<file path="src/rtl/mem_arbiter.sv">
// mem_arbiter
//   Shares one single-port synchronous RAM between the CPU memory port
//   (requester 0) and the JTAG debug master (requester 1). One access is
//   granted per cycle under round-robin priority. The debug master can lock
//   the CPU out entirely. Read data arrives from the RAM one cycle after the
//   access and is steered back to whichever master issued the read. A
//   saturating counter records how many cycles both masters asked at once.
//
// Ports
//   CLK, RESET          clock and asynchronous active-high reset
//   REQn/WEn/ADDRn/BEn/WDATAn   request and payload from master n (held until GNTn)
//   GNTn                combinational grant to master n
//   RVALIDn/RDATAn      read return to master n (RDATA holds when not valid)
//   LOCK1               debug lock, keeps the CPU from being granted
//   RAM_*               strobe, write, address, byte enables and data to phy_mem
//   RAM_RDATA           read data from phy_mem, one cycle after a read strobe
//   CONFLICT_CNT/CNT_CLR  saturating contention counter and its sync clear

module mem_arbiter #(
  parameter int AW = 13,
  parameter int CW = 16
) (
  input  logic          CLK,
  input  logic          RESET,

  input  logic          REQ0,
  input  logic          WE0,
  input  logic [AW-1:0] ADDR0,
  input  logic [3:0]    BE0,
  input  logic [31:0]   WDATA0,
  output logic          GNT0,
  output logic          RVALID0,
  output logic [31:0]   RDATA0,

  input  logic          REQ1,
  input  logic          WE1,
  input  logic [AW-1:0] ADDR1,
  input  logic [3:0]    BE1,
  input  logic [31:0]   WDATA1,
  output logic          GNT1,
  output logic          RVALID1,
  output logic [31:0]   RDATA1,

  input  logic          LOCK1,

  output logic          RAM_EN,
  output logic          RAM_WE,
  output logic [AW-1:0] RAM_ADDR,
  output logic [3:0]    RAM_BE,
  output logic [31:0]   RAM_WDATA,
  input  logic [31:0]   RAM_RDATA,

  output logic [CW-1:0] CONFLICT_CNT,
  input  logic          CNT_CLR
);

  // Identifies a requester, used both for the round-robin pointer and for
  // the owner of an in-flight read.
  typedef enum logic {
    REQ_CPU = 1'b0,
    REQ_DBG = 1'b1
  } owner_e;

  localparam logic [CW-1:0] CntMax = {CW{1'b1}};

  owner_e        ptr_q,       ptr_d;
  logic          pendValid_q, pendValid_d;
  owner_e        pendOwner_q, pendOwner_d;
  logic [31:0]   rdata0_q,    rdata0_d;
  logic [31:0]   rdata1_q,    rdata1_d;
  logic [CW-1:0] cnt_q,       cnt_d;

  logic eligible0;
  logic eligible1;
  logic grant0;
  logic grant1;
  logic winnerWe;
  logic rvalid0;
  logic rvalid1;

  // Arbitration. The CPU is only a candidate while the debug lock is low;
  // the debug master is always a candidate. With a single candidate it wins
  // outright, with two the round-robin pointer decides, so the grants are
  // mutually exclusive by construction.
  always_comb begin
    eligible0 = REQ0 & ~LOCK1;
    eligible1 = REQ1;
    grant0    = eligible0 & (~eligible1 | (ptr_q == REQ_CPU));
    grant1    = eligible1 & (~eligible0 | (ptr_q == REQ_DBG));
  end

  assign GNT0 = grant0;
  assign GNT1 = grant1;

  // RAM request mux. The payload is taken straight from the winning master
  // (it is held stable until granted, so nothing is registered here). Byte
  // enables are zeroed on reads so the RAM never sees a stray write mask.
  always_comb begin
    RAM_EN    = 1'b0;
    RAM_WE    = 1'b0;
    RAM_ADDR  = '0;
    RAM_BE    = 4'b0000;
    RAM_WDATA = 32'h0;
    winnerWe  = 1'b0;
    if (grant0) begin
      RAM_EN    = 1'b1;
      RAM_WE    = WE0;
      RAM_ADDR  = ADDR0;
      RAM_BE    = WE0 ? BE0 : 4'b0000;
      RAM_WDATA = WDATA0;
      winnerWe  = WE0;
    end else if (grant1) begin
      RAM_EN    = 1'b1;
      RAM_WE    = WE1;
      RAM_ADDR  = ADDR1;
      RAM_BE    = WE1 ? BE1 : 4'b0000;
      RAM_WDATA = WDATA1;
      winnerWe  = WE1;
    end
  end

  // Next-state logic. The pointer hands priority to whichever master lost
  // this cycle and only moves on a grant, so a lock that starves the CPU
  // does not by itself shift priority. A granted read arms the pending
  // register with its owner; it drains by itself one cycle later, while the
  // next grant proceeds, which keeps throughput at one access per cycle.
  always_comb begin
    ptr_d       = ptr_q;
    pendValid_d = 1'b0;
    pendOwner_d = pendOwner_q;
    rdata0_d    = rdata0_q;
    rdata1_d    = rdata1_q;
    cnt_d       = cnt_q;

    if (grant0) begin
      ptr_d = REQ_DBG;
    end else if (grant1) begin
      ptr_d = REQ_CPU;
    end

    if ((grant0 | grant1) & ~winnerWe) begin
      pendValid_d = 1'b1;
      pendOwner_d = grant1 ? REQ_DBG : REQ_CPU;
    end

    if (rvalid0) begin
      rdata0_d = RAM_RDATA;
    end
    if (rvalid1) begin
      rdata1_d = RAM_RDATA;
    end

    // Clear wins over a simultaneous conflict; contention is judged on the
    // raw requests so cycles the lock hides from the CPU still count.
    if (CNT_CLR) begin
      cnt_d = '0;
    end else if (REQ0 & REQ1 & (cnt_q != CntMax)) begin
      cnt_d = cnt_q + 1'b1;
    end
  end

  // State registers. Reset drops any in-flight read so no RVALID can appear
  // for an access issued before reset.
  always_ff @(posedge CLK or posedge RESET) begin
    if (RESET) begin
      ptr_q       <= REQ_CPU;
      pendValid_q <= 1'b0;
      pendOwner_q <= REQ_CPU;
      rdata0_q    <= 32'h0;
      rdata1_q    <= 32'h0;
      cnt_q       <= '0;
    end else begin
      ptr_q       <= ptr_d;
      pendValid_q <= pendValid_d;
      pendOwner_q <= pendOwner_d;
      rdata0_q    <= rdata0_d;
      rdata1_q    <= rdata1_d;
      cnt_q       <= cnt_d;
    end
  end

  // Read return. The RAM data is passed through during the return cycle and
  // captured so the master keeps seeing it afterwards; the other master's
  // data register is left untouched.
  always_comb begin
    rvalid0 = pendValid_q & (pendOwner_q == REQ_CPU);
    rvalid1 = pendValid_q & (pendOwner_q == REQ_DBG);
  end

  assign RVALID0      = rvalid0;
  assign RVALID1      = rvalid1;
  assign RDATA0       = rvalid0 ? RAM_RDATA : rdata0_q;
  assign RDATA1       = rvalid1 ? RAM_RDATA : rdata1_q;
  assign CONFLICT_CNT = cnt_q;

endmodule

</file>
<file path="config.mk">
export PLATFORM = sky130hd
export DESIGN_NAME = mem_arbiter
export DESIGN_NICKNAME = d
export VERILOG_FILES = /design/src/rtl/mem_arbiter.sv
export SDC_FILE = /design/constraint.sdc
export NUM_CORES = 1
export LEC_CHECK = 0
export CAP_MARGIN = 20
export CORE_UTILIZATION = 30
export CTS_CLUSTER_SIZE = 12
export DETAILED_ROUTE_END_ITERATION = 7
export PLACE_DENSITY = 0.72
export SLEW_MARGIN = 40
export SYNTH_ARGS = -nofsm -noshare
export SYNTH_HDL_FRONTEND = slang
export SYNTH_SLANG_ARGS = --single-unit
export TNS_END_PERCENT = 20
</file>
<file path="constraint.sdc">
create_clock -name CLK -period 4.4 [get_ports CLK]
set_input_delay 1.1 -clock CLK [delete_from_list [all_inputs] [get_ports CLK]]
set_output_delay 1.1 -clock CLK [all_outputs]
set_load 0.005 [all_outputs]
</file>
* Yosys cells after proc, flatten, opt, wreduce, memory -nomap -nowiden *
Index checks and enable logic that the tools add are counted.

cells by class
  add/subtract/negate cells = 1
  equality and inequality tests = 1
  mux-type cells = 19
  bitwise gates (word level) = 17
  reductions and logical operators = 2

operators by type and width
  kind                   count
  $mux 32                4
  $mux 16                2
  $mux 13                2
  $add 16x1->16 const B  1
  $mux 4                 4
  $ne 16x16->1 const B   1
  $and 1x1->1            8
  $mux 1                 7
  $not 1->1              6
  $reduce_bool 2->1      2
  $or 1x1->1             3

storage, ports and cells
  flip-flop bits (word level) = 83
  output and inout port bits = 135

* Logic depth before layout (Yosys ltp) *
  depth after elaboration = 10
  mapped depth = 6
  depth with buffers taken out = 5

* Least setup slack after synthesis *
OpenSTA, ideal clock, no wires.

  path type = in2out
  from = input port LOCK1
  to = output port RAM_ADDR[0]
  data arrival time = 2.229 ns
  path slack = 1.071 ns
  stages = 5
  buffers on the path = 2
  path through = nand2b_1 -> a21oi_1 -> clkbuf_1 -> buf_1 -> a22o_1

on the way
  longest elaborated chain between the ends = 7
  elaborated cells between the ends (all ways) = 8

ends and longest elaborated chain
  element          line  text
  from (decl)      44    input logic LOCK1,
  $not 1->1 (*)    86    eligible0 = REQ0 & ~LOCK1;
  $and 1x1->1 (*)  86
  $not 1->1        89    grant1 = eligible1 & (~eligible0 | (ptr_q == REQ_DBG));
  $or 1x1->1       89
  $and 1x1->1      89
  $mux 13          112   end else if (grant1) begin
  $mux 13 (*)      105   if (grant0) begin
  to (decl)        48    output logic [AW-1:0] RAM_ADDR,

Mark *: on every way between the ends. The rest lies on a longest branch, timed or not.

* Final worst setup path *
  from = input port REQ0
  to = output port RAM_BE[1]

on the way
  longest elaborated chain between the ends = 6
  elaborated cells between the ends (all ways) = 7

ends and longest elaborated chain
  element          line  text
  from (decl)      26    input logic REQ0,
  $and 1x1->1 (*)  86
  $not 1->1        89
  $or 1x1->1       89
  $and 1x1->1      89
  $mux 4           112
  $mux 4 (*)       105
  to (decl)        49    output logic [3:0] RAM_BE,

Marks and branches as above.

==> out/metrics.yaml <==
yosys-top-cells-area: "dfrtp_1, mux2_2, a22o_1, clkbuf_1, a21oi_1"
gp_congestion: 0.9022
vias: 3742
die_h_um: 116.5
grt_pass1_vias: 3797
wl_per_cell_um: 18.01
die_area_um2: 13570
maxSlewViolCount: 0
final_cell_count_no_fill: 761
clkLatencyLatePin_ps: 330
async_flop_share: 1.000
ys_top_cells_by_count: "dfrtp_1, mux2_2, a22o_1"
power_density_nw_per_um2: 397.3
fin_crit_sh: 0.9415
synth_top_area_frac: 0.5282
ctsHoldBuffers: 0
synth-edff-count: 0
use_met2: 0.3460
post-cts-setup-buffers: 0
met1_usage: 0.2254
dp.cells: 746
worst_path_largest_cell_delay_ps: 580
ys_types: 39
syn2layout_area_growth_pct: 83.42
clk_pin_slew_ps: 60
overflow: 0
rows: 41
grt_pass1_wl_um: 20320
place_area_um2: 6905
dr.pass1.iters: 4
avgSynthCellArea_um2: 12.44
synth_area_um2: 3933
top_usage_layer: "met2"
rsz0062_at_grt: "false"
cts_root_buf: "clkbuf_16"
path_buf_inv: 3
fin_skew_ps: 7.281
ant_nets: 0
grt_antenna_before_repair: 0
fp.dieW_um: 116.5
cts_buffers: 9
total_leakage_power_nw: 2.904
synth_nets: 455
synthCells: 316
drv_cap: 0
ys_seq_area_frac: 0.5282
initial_core_util: 0.3091
setup-tns-final_ps: 0
worstPathCellList: "clkdlybuf4s50_1 > nand2b_1 > o21a_2 > buf_12 > a32o_1 > clkdlybuf4s50_1"
cp-end-kind: "output pin"
fmax_mhz: 241.4
cts_resized: 0
cp.arrival_ps: 3040
period_needed_ps: 4143
hold_class: "register to register"
cpLargestDelayFamily: "buffers and inverters"
clockBufferDepth: 2
holdWs_ps: 492.3
critPathMaxFanout: 52
fin_ws_ps: 257.4
cts_tree: "done"
dpl_worst_slack_ps: 260.5
gr-usage-met3: 0.06279
ioPinCount: 273
critPathSlowestCell: "clkdlybuf4s50_1"
drt-vias-per-instance: 4.917
h-tree-depth: 3
postLayoutCellArea_um2: 7213
crit_top_cell: "clkdlybuf4s50_1"
drive_gt1_frac: 0.1647
ys_warn_count: 0
port_buffers: 272
first_iter_violations: 167
hpwl_um: 10600
finalHoldViolCount: 0
ys_ff_latch: 83
crit_type: "primary input to output pin"
n_antenna_cell: 0
cp-start-kind: "primary input"
setup_violations: 0
coreArea_um2: 12720
ir_drop_uv: 180.5
synth_most_common_cell: "dfrtp_1"
grt_max_degree: 54
status: "finished, final reports clean"
clock_sinks: 83
tightest_slew_ps: 767.5
relSlewSlack: 0.4873
routed_wl_um: 13700
synth_ff_type: "dfrtp_1"
cp.required_ps: 3300
yosysTopAreaCell: "dfrtp_1"
drc_errors: 0
fin_nets: 724
grt_usage: 0.1973
r2r_setup_slack_ps: 2110
## per-layer routing
| layer | wire length, um | part of all wire |
|---|---|---|
| met2 | 7046 | 0.51 |
| met3 | 1242 | 0.091 |
| met4 | 213 | 0.016 |
| met1 | 5201 | 0.38 |
| met5 | 0 | 0 |
## sequential cells by signal, indices dropped and copies added (netlist names)
name          cells
pendOwner_q       1
rdata0_q         32
ptr_q             1
pendValid_q       1
CONFLICT_CNT     16
rdata1_q         32
## per-stage QoR
stage	util	total power [mW]
after global routing	0.5670	3.023
after detailed placement	0.5428	2.112
after global placement	0.5419	2.078
final	0.5670	2.866
after floorplan	-	1.389
after CTS	0.5670	2.904
## layout by cell type (no fill, tap or decap), types with 2 or more instances in the layout
master / n
o31a_1: 3
o41ai_1: 2
mux2i_1: 3
or4_1: 4
a22o_1: 45
clkinv_2: 3
nand3_1: 5
dfrtp_1: 83
nor4_1: 3
nor2b_1: 4
mux2_2: 67
a21oi_1: 7
o21a_1: 3
clkdlybuf4s50_1: 272
nand2b_1: 3
buf_12: 2
o21ai_0: 7
nand4_1: 5
nand2_1: 6
bufinv_16: 2
buf_4: 7
nor2_1: 9
a32o_1: 4
inv_1: 5
clkbuf_16: 9
or3_1: 5
## area by class of cell
class                   count  area, um^2
inverters                   6       23.77
clock buffers              10       229.0
flip-flops and latches     83        2077
clock inverters             5       78.83
well taps                 172       215.2
repair buffers            281        2815
fillers                  1129        5509
multi-input cells         204        1774
## worst paths after layout
kind,cells after the start,from,end
worst max-delay path,6,REQ0,RAM_BE[1]
worst min-delay path,1,rdata1_q[24],rdata1_q[24]
worst max register to register,5,CONFLICT_CNT[0],CONFLICT_CNT[9]
worst min register to register,1,rdata1_q[24],rdata1_q[24]
max in group asynchronous,3,RESET,rdata0_q[26]
min in group asynchronous,3,RESET,CONFLICT_CNT[14]
## kinds of logic after synthesis
logic type | synth area share
flip-flops | 0.5282
AO/OA/AOI/OAI | 0.1620
multiplexers | 0.1995
AND/OR/NAND/NOR | 0.07859
buffers and inverters | 0.02863
adder cells (fa/ha/maj) | 0.003181
## power breakdown
part           switching, mW  total [mW]  internal (mW)
sequential            0.0523        1.02          0.965
clock                  0.287       0.780          0.493
combinational          0.353        1.07          0.715
total                  0.693        2.87           2.17
Power figures use the tool's default switching activity.
